`src/rtl/decoder_pipe_pkg.sv`:
```
// Shared constants, fill-state encoding and parameter legality helper for decoder_pipe.
package decoder_pipe_pkg;

  // Width and ceiling of the out-of-range beat counter.
  localparam int OOR_CNT_W = 8;
  localparam logic [OOR_CNT_W-1:0] OOR_CNT_MAX = '1;

  // Occupancy of the two-entry buffer: nothing, output register only, or
  // output register plus skid register.
  typedef enum logic [1:0] {
    FILL_EMPTY = 2'd0,
    FILL_OUT   = 2'd1,
    FILL_BOTH  = 2'd2
  } fill_t;

  // True when the parameter set describes a buildable decoder.
  function automatic bit params_legal(input int aw, input int nout, input int hold);
    return (aw >= 1) && (aw <= 6) && (nout >= 1) && (nout <= (1 << aw)) &&
           ((hold == 0) || (hold == 1));
  endfunction

endpackage

```
`src/rtl/decoder_pipe_dec.sv`:
```
// Combinational address-to-one-hot decoder with out-of-range flag.
module onehot_dec #(
  parameter int AW   = 3,
  parameter int NOUT = 8
) (
  input  logic [AW-1:0]   addr,
  input  logic            en,
  output logic [NOUT-1:0] onehot,
  output logic            oor
);

  // NOUT never exceeds 2^AW, so one extra bit is enough to hold it.
  localparam logic [AW:0] NOUT_LIM = NOUT[AW:0];

  // Raise the bit matching the address; an address past the last output
  // leaves the vector empty and flags the beat instead.
  always_comb begin
    onehot = '0;
    oor    = 1'b0;
    for (int k = 0; k < NOUT; k++) begin
      onehot[k] = en && (addr == AW'(k));
    end
    oor = en && ({1'b0, addr} >= NOUT_LIM);
  end

endmodule

```
`src/rtl/decoder_pipe.sv`:
```
// Registered one-hot decoder with a valid/ready output register plus skid
// register, so in_ready never depends combinationally on out_ready.
module decoder_pipe
  import decoder_pipe_pkg::*;
#(
  parameter int AW   = 3,
  parameter int NOUT = 8,
  parameter int HOLD = 0
) (
  input  logic                 clk,
  input  logic                 rst_n,
  input  logic                 in_valid,
  output logic                 in_ready,
  input  logic [AW-1:0]        in_addr,
  input  logic                 in_en,
  output logic                 out_valid,
  input  logic                 out_ready,
  output logic [NOUT-1:0]      out_onehot,
  output logic                 out_oor,
  output logic [OOR_CNT_W-1:0] oor_cnt
);

  if (!params_legal(AW, NOUT, HOLD)) begin : g_bad_params
    $error("decoder_pipe: illegal AW/NOUT/HOLD combination");
  end

  fill_t                 fill_q;
  fill_t                 fill_d;
  logic                  in_ready_q;
  logic                  in_xfer;
  logic                  out_xfer;
  logic                  load_out;
  logic                  load_skid;
  logic                  move_skid;
  logic [NOUT-1:0]       dec_onehot;
  logic                  dec_oor;
  logic [NOUT-1:0]       out_onehot_q;
  logic                  out_oor_q;
  logic [NOUT-1:0]       skid_onehot_q;
  logic                  skid_oor_q;
  logic [OOR_CNT_W-1:0]  oor_cnt_q;

  // Decode once, ahead of both buffer registers.
  onehot_dec #(
    .AW   (AW),
    .NOUT (NOUT)
  ) u_dec (
    .addr   (in_addr),
    .en     (in_en),
    .onehot (dec_onehot),
    .oor    (dec_oor)
  );

  assign out_valid = (fill_q != FILL_EMPTY);
  assign in_ready  = in_ready_q;
  assign in_xfer   = in_valid && in_ready_q;
  assign out_xfer  = out_valid && out_ready;
  assign oor_cnt   = oor_cnt_q;

  // Occupancy register; in_ready is registered from the next occupancy so it
  // is low during reset and rises on the first edge after release.
  always_ff @(posedge clk or negedge rst_n) begin
    if (!rst_n) begin
      fill_q     <= FILL_EMPTY;
      in_ready_q <= 1'b0;
    end else begin
      fill_q     <= fill_d;
      in_ready_q <= (fill_d != FILL_BOTH);
    end
  end

  // Decide where an accepted beat lands and how occupancy moves this cycle.
  always_comb begin
    fill_d    = fill_q;
    load_out  = 1'b0;
    load_skid = 1'b0;
    move_skid = 1'b0;
    case (fill_q)
      FILL_EMPTY: begin
        if (in_xfer) begin
          load_out = 1'b1;
          fill_d   = FILL_OUT;
        end
      end
      FILL_OUT: begin
        if (in_xfer && out_xfer) begin
          load_out = 1'b1;
        end else if (in_xfer) begin
          load_skid = 1'b1;
          fill_d    = FILL_BOTH;
        end else if (out_xfer) begin
          fill_d = FILL_EMPTY;
        end
      end
      FILL_BOTH: begin
        if (out_xfer) begin
          move_skid = 1'b1;
          fill_d    = FILL_OUT;
        end
      end
      default: begin
        fill_d = FILL_EMPTY;
      end
    endcase
  end

  // Data registers; the output register keeps its contents after a drain so
  // hold mode can keep showing the last beat.
  always_ff @(posedge clk or negedge rst_n) begin
    if (!rst_n) begin
      out_onehot_q  <= '0;
      out_oor_q     <= 1'b0;
      skid_onehot_q <= '0;
      skid_oor_q    <= 1'b0;
    end else begin
      if (load_out) begin
        out_onehot_q <= dec_onehot;
        out_oor_q    <= dec_oor;
      end else if (move_skid) begin
        out_onehot_q <= skid_onehot_q;
        out_oor_q    <= skid_oor_q;
      end
      if (load_skid) begin
        skid_onehot_q <= dec_onehot;
        skid_oor_q    <= dec_oor;
      end
    end
  end

  // Count accepted out-of-range beats, sticking at the counter ceiling.
  always_ff @(posedge clk or negedge rst_n) begin
    if (!rst_n) begin
      oor_cnt_q <= '0;
    end else if (in_xfer && dec_oor && (oor_cnt_q != OOR_CNT_MAX)) begin
      oor_cnt_q <= oor_cnt_q + OOR_CNT_W'(1);
    end
  end

  // Pulse mode blanks the outputs when idle; hold mode shows the last beat.
  always_comb begin
    out_onehot = out_onehot_q;
    out_oor    = out_oor_q;
    if (!out_valid && (HOLD == 0)) begin
      out_onehot = '0;
      out_oor    = 1'b0;
    end
  end

endmodule
```
`config.mk`:
```
export PLATFORM = sky130hd
export DESIGN_NAME = decoder_pipe
export DESIGN_NICKNAME = d
export VERILOG_FILES = /design/src/rtl/decoder_pipe_pkg.sv /design/src/rtl/decoder_pipe_dec.sv /design/src/rtl/decoder_pipe.sv
export SDC_FILE = /design/constraint.sdc
export NUM_CORES = 1
export LEC_CHECK = 0
export CAP_MARGIN = 25
export CORE_UTILIZATION = 40
export DETAILED_ROUTE_END_ITERATION = 8
export GPL_ROUTABILITY_DRIVEN = 1
export GPL_TIMING_DRIVEN = 1
export PLACE_DENSITY = 0.67
export SLEW_MARGIN = 20
export SYNTH_ARGS = -nofsm -noshare
export SYNTH_HDL_FRONTEND = slang
export SYNTH_SLANG_ARGS = --single-unit
```
`constraint.sdc`:
```
create_clock -name clk -period 1.9 [get_ports clk]
set_input_delay 0.38 -clock clk [delete_from_list [all_inputs] [get_ports clk]]
set_output_delay 0.38 -clock clk [all_outputs]
set_load 0.1 [all_outputs]
```
# Word level (Yosys, flattened, before mapping)
# Index checks and enable logic that the tools add are counted.
# word_totals
ff_bits	20
out_inout_bits	19
wordCells	49
# op_classes
n_eq_ne	10
n_mux	19
n_reduce_logical	15
# ops
op	count
8-bit two-way mux	3
3-bit equality test, second input constant	4
1-bit logical AND	11
2-bit two-way mux	5
1-bit two-way mux	9
3-bit by 2-bit equality test with 1-bit output, second input constant	2
2-bit one-hot mux with 3 select lines	1
2-bit nonzero test	2
3-bit by 1-bit equality test with 1-bit output, second input constant	1
3-bit logical NOT	1
2-bit by 1-bit equality test with 1-bit output, second input constant	1
2-bit equality test, second input constant	1
2-bit logical NOT	1
2-bit != test, second input constant	1
1-bit one-hot mux with 2 select lines	1

# Depth between registers and ports, before layout
# depth
ltp_word	7
depth_mapped	5
ltp_nobuf	3

# Cells and area by module
# From an unflattened synthesis, not the netlist that was laid out.
# unflattened
hier_cells	158
area_unflattened_um2	1645.3
# modules_own_cells
module	instances	cells_per_inst	area_each_um2	seq_area_each_um2
decoder_pipe	1	148	1539.0	725.7
onehot_dec	1	10	106.4	0.0

# Worst setup path before layout
# OpenSTA, ideal clock, no wires.
# synth_timing
path_type	reg-to-output
from	register fill_q[1]
to	output out_onehot[0]
arrival_ps	1866
required_ps	1520
slack_ps	-346
path_stages_with_launch	3
path_buffers	0
cell_sequence	dfrtp_1 > nor2_1 > nor2b_1
# synth_between
elab_chain_len	2
# synth_lines
element	line_no	text
from (decl)	decoder_pipe.sv:27	fill_t fill_q;
from (signal assigned)	decoder_pipe.sv:67	fill_q <= fill_d;
2-bit nonzero test	decoder_pipe.sv:54	assign out_valid = (fill_q != FILL_EMPTY);
8-bit two-way mux	decoder_pipe.sv:143	if (!out_valid && (HOLD == 0)) begin
to (decl)	decoder_pipe.sv:18	output logic [NOUT-1:0] out_onehot,
# No other way between the ends.

# Worst setup path in the final report
# layout_timing
from	register fill_q[0]
to	output out_onehot[5]
# The elaborated chain is that of the path after synthesis.

==> insert_results.sql <==
INSERT INTO impl_metrics (metric_group, metric, value, unit) VALUES
('die', 'design.die.area', '0.002869', 'mm^2'),
('global_route', 'global_route_wire_length_before_repair', '3318', 'um'),
('routing', 'wirelength', '1951', 'um'),
('yosys', 'yosysTopAreaCellShare', '44.71', '%'),
('global_route', 'via_count_of_the_first_global_routing_pass', '737', ''),
('yosys', 'synthesis_stage_register_bit_count', '19', ''),
('routing', 'viasPerCell', '5.013', ''),
('yosys', 'synth_compound_area_share', '10.94', '%'),
('final_layout', 'post-route-util', '54.40', '%'),
('die', 'die_y', '53.57', 'um'),
('clock_tree', 'post_cts_buffers', '0', ''),
('yosys', 'post_synth_fa_ha_maj_area_fraction', '0', '%'),
('die', 'initial_core_util', '42.54', '%'),
('sta', 'fin_crit_sh', '93.15', '%'),
('worst_setup_path', 'worst-endpoint-arrival', '1.39', 'ns'),
('pwr', 'power.ir.vdd_worst', '0.8896', 'mV'),
('die', 'placement_rows', '18', ''),
('pwr', 'total_leakage_power', '0.6559', 'nW'),
('yosys', 'ys_seq_area_share', '44.71', '%'),
('clock_tree', 'cts-buffers-inserted', '3', ''),
('final_layout', 'stdcell_area', '0.001360', 'mm^2'),
('yosys', 'yosysWarnings', '0', ''),
('die', 'core_area', '0.002500', 'mm^2'),
('final_layout', 'antennaDiodeCount', '0', ''),
('clock_tree', 'worst_skew_pair.late_latency', '0.29', 'ns'),
('global_route', 'grt_antenna_before_repair', '0', ''),
('pwr', 'cellPowerDensity', '1223', 'mW/mm^2'),
('final_layout', 'layout.cells.most_common_list', '19 x sky130_fd_sc_hd__dfrtp_1, 16 x sky130_fd_sc_hd__mux2i_1, 11 x sky130_fd_sc_hd__nor2b_1', ''),
('final_layout', 'layout-area-overhead-vs-synth', '27.88', '%'),
('place', 'routabilityCongestion', '0.8162', ''),
('worst_setup_path', 'critical-path-top-delay-family', 'flip-flops', ''),
('global_route', 'grt.total_usage', '16.71', '%'),
('routing', 'initialDrtViolationCount', '15', ''),
('yosys', 'largest_family_of_logic_cells_by_synthesized_area', 'simple AND/OR/NAND/NOR gates', ''),
('run_status', 'outcome', 'completed', ''),
('yosys', 'synthSimpleGateAreaFrac', '17.29', '%'),
('worst_setup_path', 'worst-path-buf-inv', '2', ''),
('worst_setup_path', 'startpoint_type', 'flip-flop', ''),
('routing', 'dr.pass1.iters', '4', ''),
('sta', 'fmaxAchievable', '0.5651', 'GHz'),
('clock_tree', 'max_buffers_root_to_sink', '2', ''),
('die', 'boundary_pin_count', '27', ''),
('global_route', 'remaining_overflow_grt', '0', ''),
('worst_hold_path', 'min_path_type', 'in -> async', ''),
('final_layout', 'layout-drive-gt1-share', '17.50', '%'),
('sta', 'setup_repair_after_global_routing_missed_its_margin', 'false', ''),
('place', 'io_buffers', '17', ''),
('worst_setup_path', 'crit_fanout', '9', ''),
('clock_tree', 'clock_sink_count', '19', ''),
('yosys', 'synth_xor_xnor_area_share', '0', '%'),
('yosys', 'postSynthAreaPerCell', '10.64', 'um^2'),
('global_route', 'grt_start_max_net_pins', '20', ''),
('sta', 'timing.final.max_slew_violations', '0', ''),
('yosys', 'synthesis.area', '0.001064', 'mm^2'),
('worst_setup_path', 'series_of_cell_instances_along_the_critical_path', 'nor2_1 > buf_4 > nor2b_1 > buf_12', ''),
('sta', 'report.final.hold_viol_count', '0', ''),
('yosys', 'synth_cells', '100', ''),
('yosys', 'post_synth_main_area_contributors', 'sky130_fd_sc_hd__dfrtp_1 45%, sky130_fd_sc_hd__mux2i_1 15%, sky130_fd_sc_hd__nor2b_1 6.5%, sky130_fd_sc_hd__buf_4 6.4%, sky130_fd_sc_hd__o31ai_1 5.6%', ''),
('sta', 'finalWorstSetupSlack', '0.1302', 'ns'),
('place', 'preCtsSetupSlack', '0.09195', 'ns'),
('sta', 'period_needed', '1.770', 'ns'),
('worst_setup_path', 'critical-path-max-stage-delay', '0.44', 'ns'),
('yosys', 'synth_mux_area_share', '16.12', '%'),
('flow_run', 'cap_viol_max_count', '0', ''),
('place', 'post-dp-hpwl', '1432', 'um'),
('final_layout', 'filler_cell_count', '240', ''),
('sta', 'worst_clock_skew', '0.002328', 'ns'),
('clock_tree', 'cts_tree', 'built', ''),
('routing', 'routed_wire_length_per_instance', '13.01', 'um'),
('sta', 'report.final.setup_viol', '0', ''),
('clock_tree', 'cts.clk_slew.worst_paths', '0.11', 'ns');
[cell families (layout without fill, tap and decap cells)]
family	count (synthesis)	after routing
other	1	9
DFF	19	19
buffers and inverters	16	28
muxes	17	17
AOI/OAI and AO/OA	18	18
and+or+nand+nor	29	29
[Yosys cell counts]
| master | count |
|---|---|
| sky130_fd_sc_hd__nand3b_1 | 1 |
| sky130_fd_sc_hd__o31ai_1 | 8 |
| sky130_fd_sc_hd__buf_4 | 9 |
| sky130_fd_sc_hd__nand4b_1 | 1 |
| sky130_fd_sc_hd__nor2_1 | 2 |
| sky130_fd_sc_hd__mux2_2 | 1 |
| sky130_fd_sc_hd__buf_2 | 3 |
| sky130_fd_sc_hd__inv_1 | 2 |
| sky130_fd_sc_hd__o2bb2ai_1 | 1 |
| sky130_fd_sc_hd__conb_1 | 1 |
| sky130_fd_sc_hd__buf_6 | 2 |
| sky130_fd_sc_hd__nand3b_4 | 1 |
| sky130_fd_sc_hd__nand4_1 | 1 |
| sky130_fd_sc_hd__dfrtp_1 | 19 |
| sky130_fd_sc_hd__nand3_1 | 4 |
| sky130_fd_sc_hd__nand2_1 | 5 |
| sky130_fd_sc_hd__o21ai_0 | 8 |
| sky130_fd_sc_hd__mux2i_1 | 16 |
| sky130_fd_sc_hd__nand2b_1 | 2 |
| sky130_fd_sc_hd__nor2b_4 | 1 |
| sky130_fd_sc_hd__nor2b_1 | 11 |
| sky130_fd_sc_hd__a21o_1 | 1 |
[final cells by class]
type | instances | area (um^2) | share of cell area (%)
multi-input cells | 73 | 505.5 | 37.17
flip-flops and latches | 19 | 475.5 | 34.96
repair buffers | 22 | 307.8 | 22.63
well taps | 30 | 37.54 | 2.760
clock buffers | 4 | 26.28 | 1.932
inverters | 2 | 7.507 | 0.5520
[sequential cells by signal, summed over array words and instances (netlist names)]
signal	count
fill_q	2
skid_onehot_q	8
out_onehot_q	8
in_ready	1
[worst paths after layout]
kind | from | to | slack [ns] | cells past startpoint
max | fill_q[0] | out_onehot[5] | 0.13 | 4
min | rst_n | skid_onehot_q[0] | 0.41 | 2
max reg2reg | fill_q[0] | fill_q[0] | 0.62 | 4
min reg2reg | skid_onehot_q[2] | skid_onehot_q[2] | 0.52 | 2
max in group asynchronous | rst_n | out_onehot_q[6] | 1.29 | 2
min in group clk | skid_onehot_q[2] | skid_onehot_q[2] | 0.52 | 2
[power breakdown]
group,internal [W],switching [W],leakage (nW),total [W]
Clock,0.0000815,0.000120,0.0150,0.000201
Combinational,0.000319,0.000597,0.386,0.000916
Sequential,0.000485,0.0000607,0.255,0.000546
Total,0.000886,0.000778,0.656,0.00166
[per-layer routing]
layer / routed length, um / track usage (%)
met5: 0 / 0
met1: 895 / 20.67
met3: 63 / 2.825
met2: 980 / 28.75
met4: 11 / 6.579
[through the flow]
| step | cells | total power [W] | setup TNS, ns | hold slack, ns |
|---|---|---|---|---|
| final | 150 | 0.001664 | 0 | 0.4124 |
| after CTS | 150 | 0.001679 | 0 | 0.4186 |
| after global placement | 146 | 0.001458 | 0 | 0.4913 |
| after global routing | 150 | 0.001751 | 0 | 0.4429 |
| after floorplan | 108 | 0.001207 | -2.766 | 0.08441 |
| after detailed placement | 146 | 0.001477 | 0 | 0.5003 |
(Power assumes the default switching activity.)
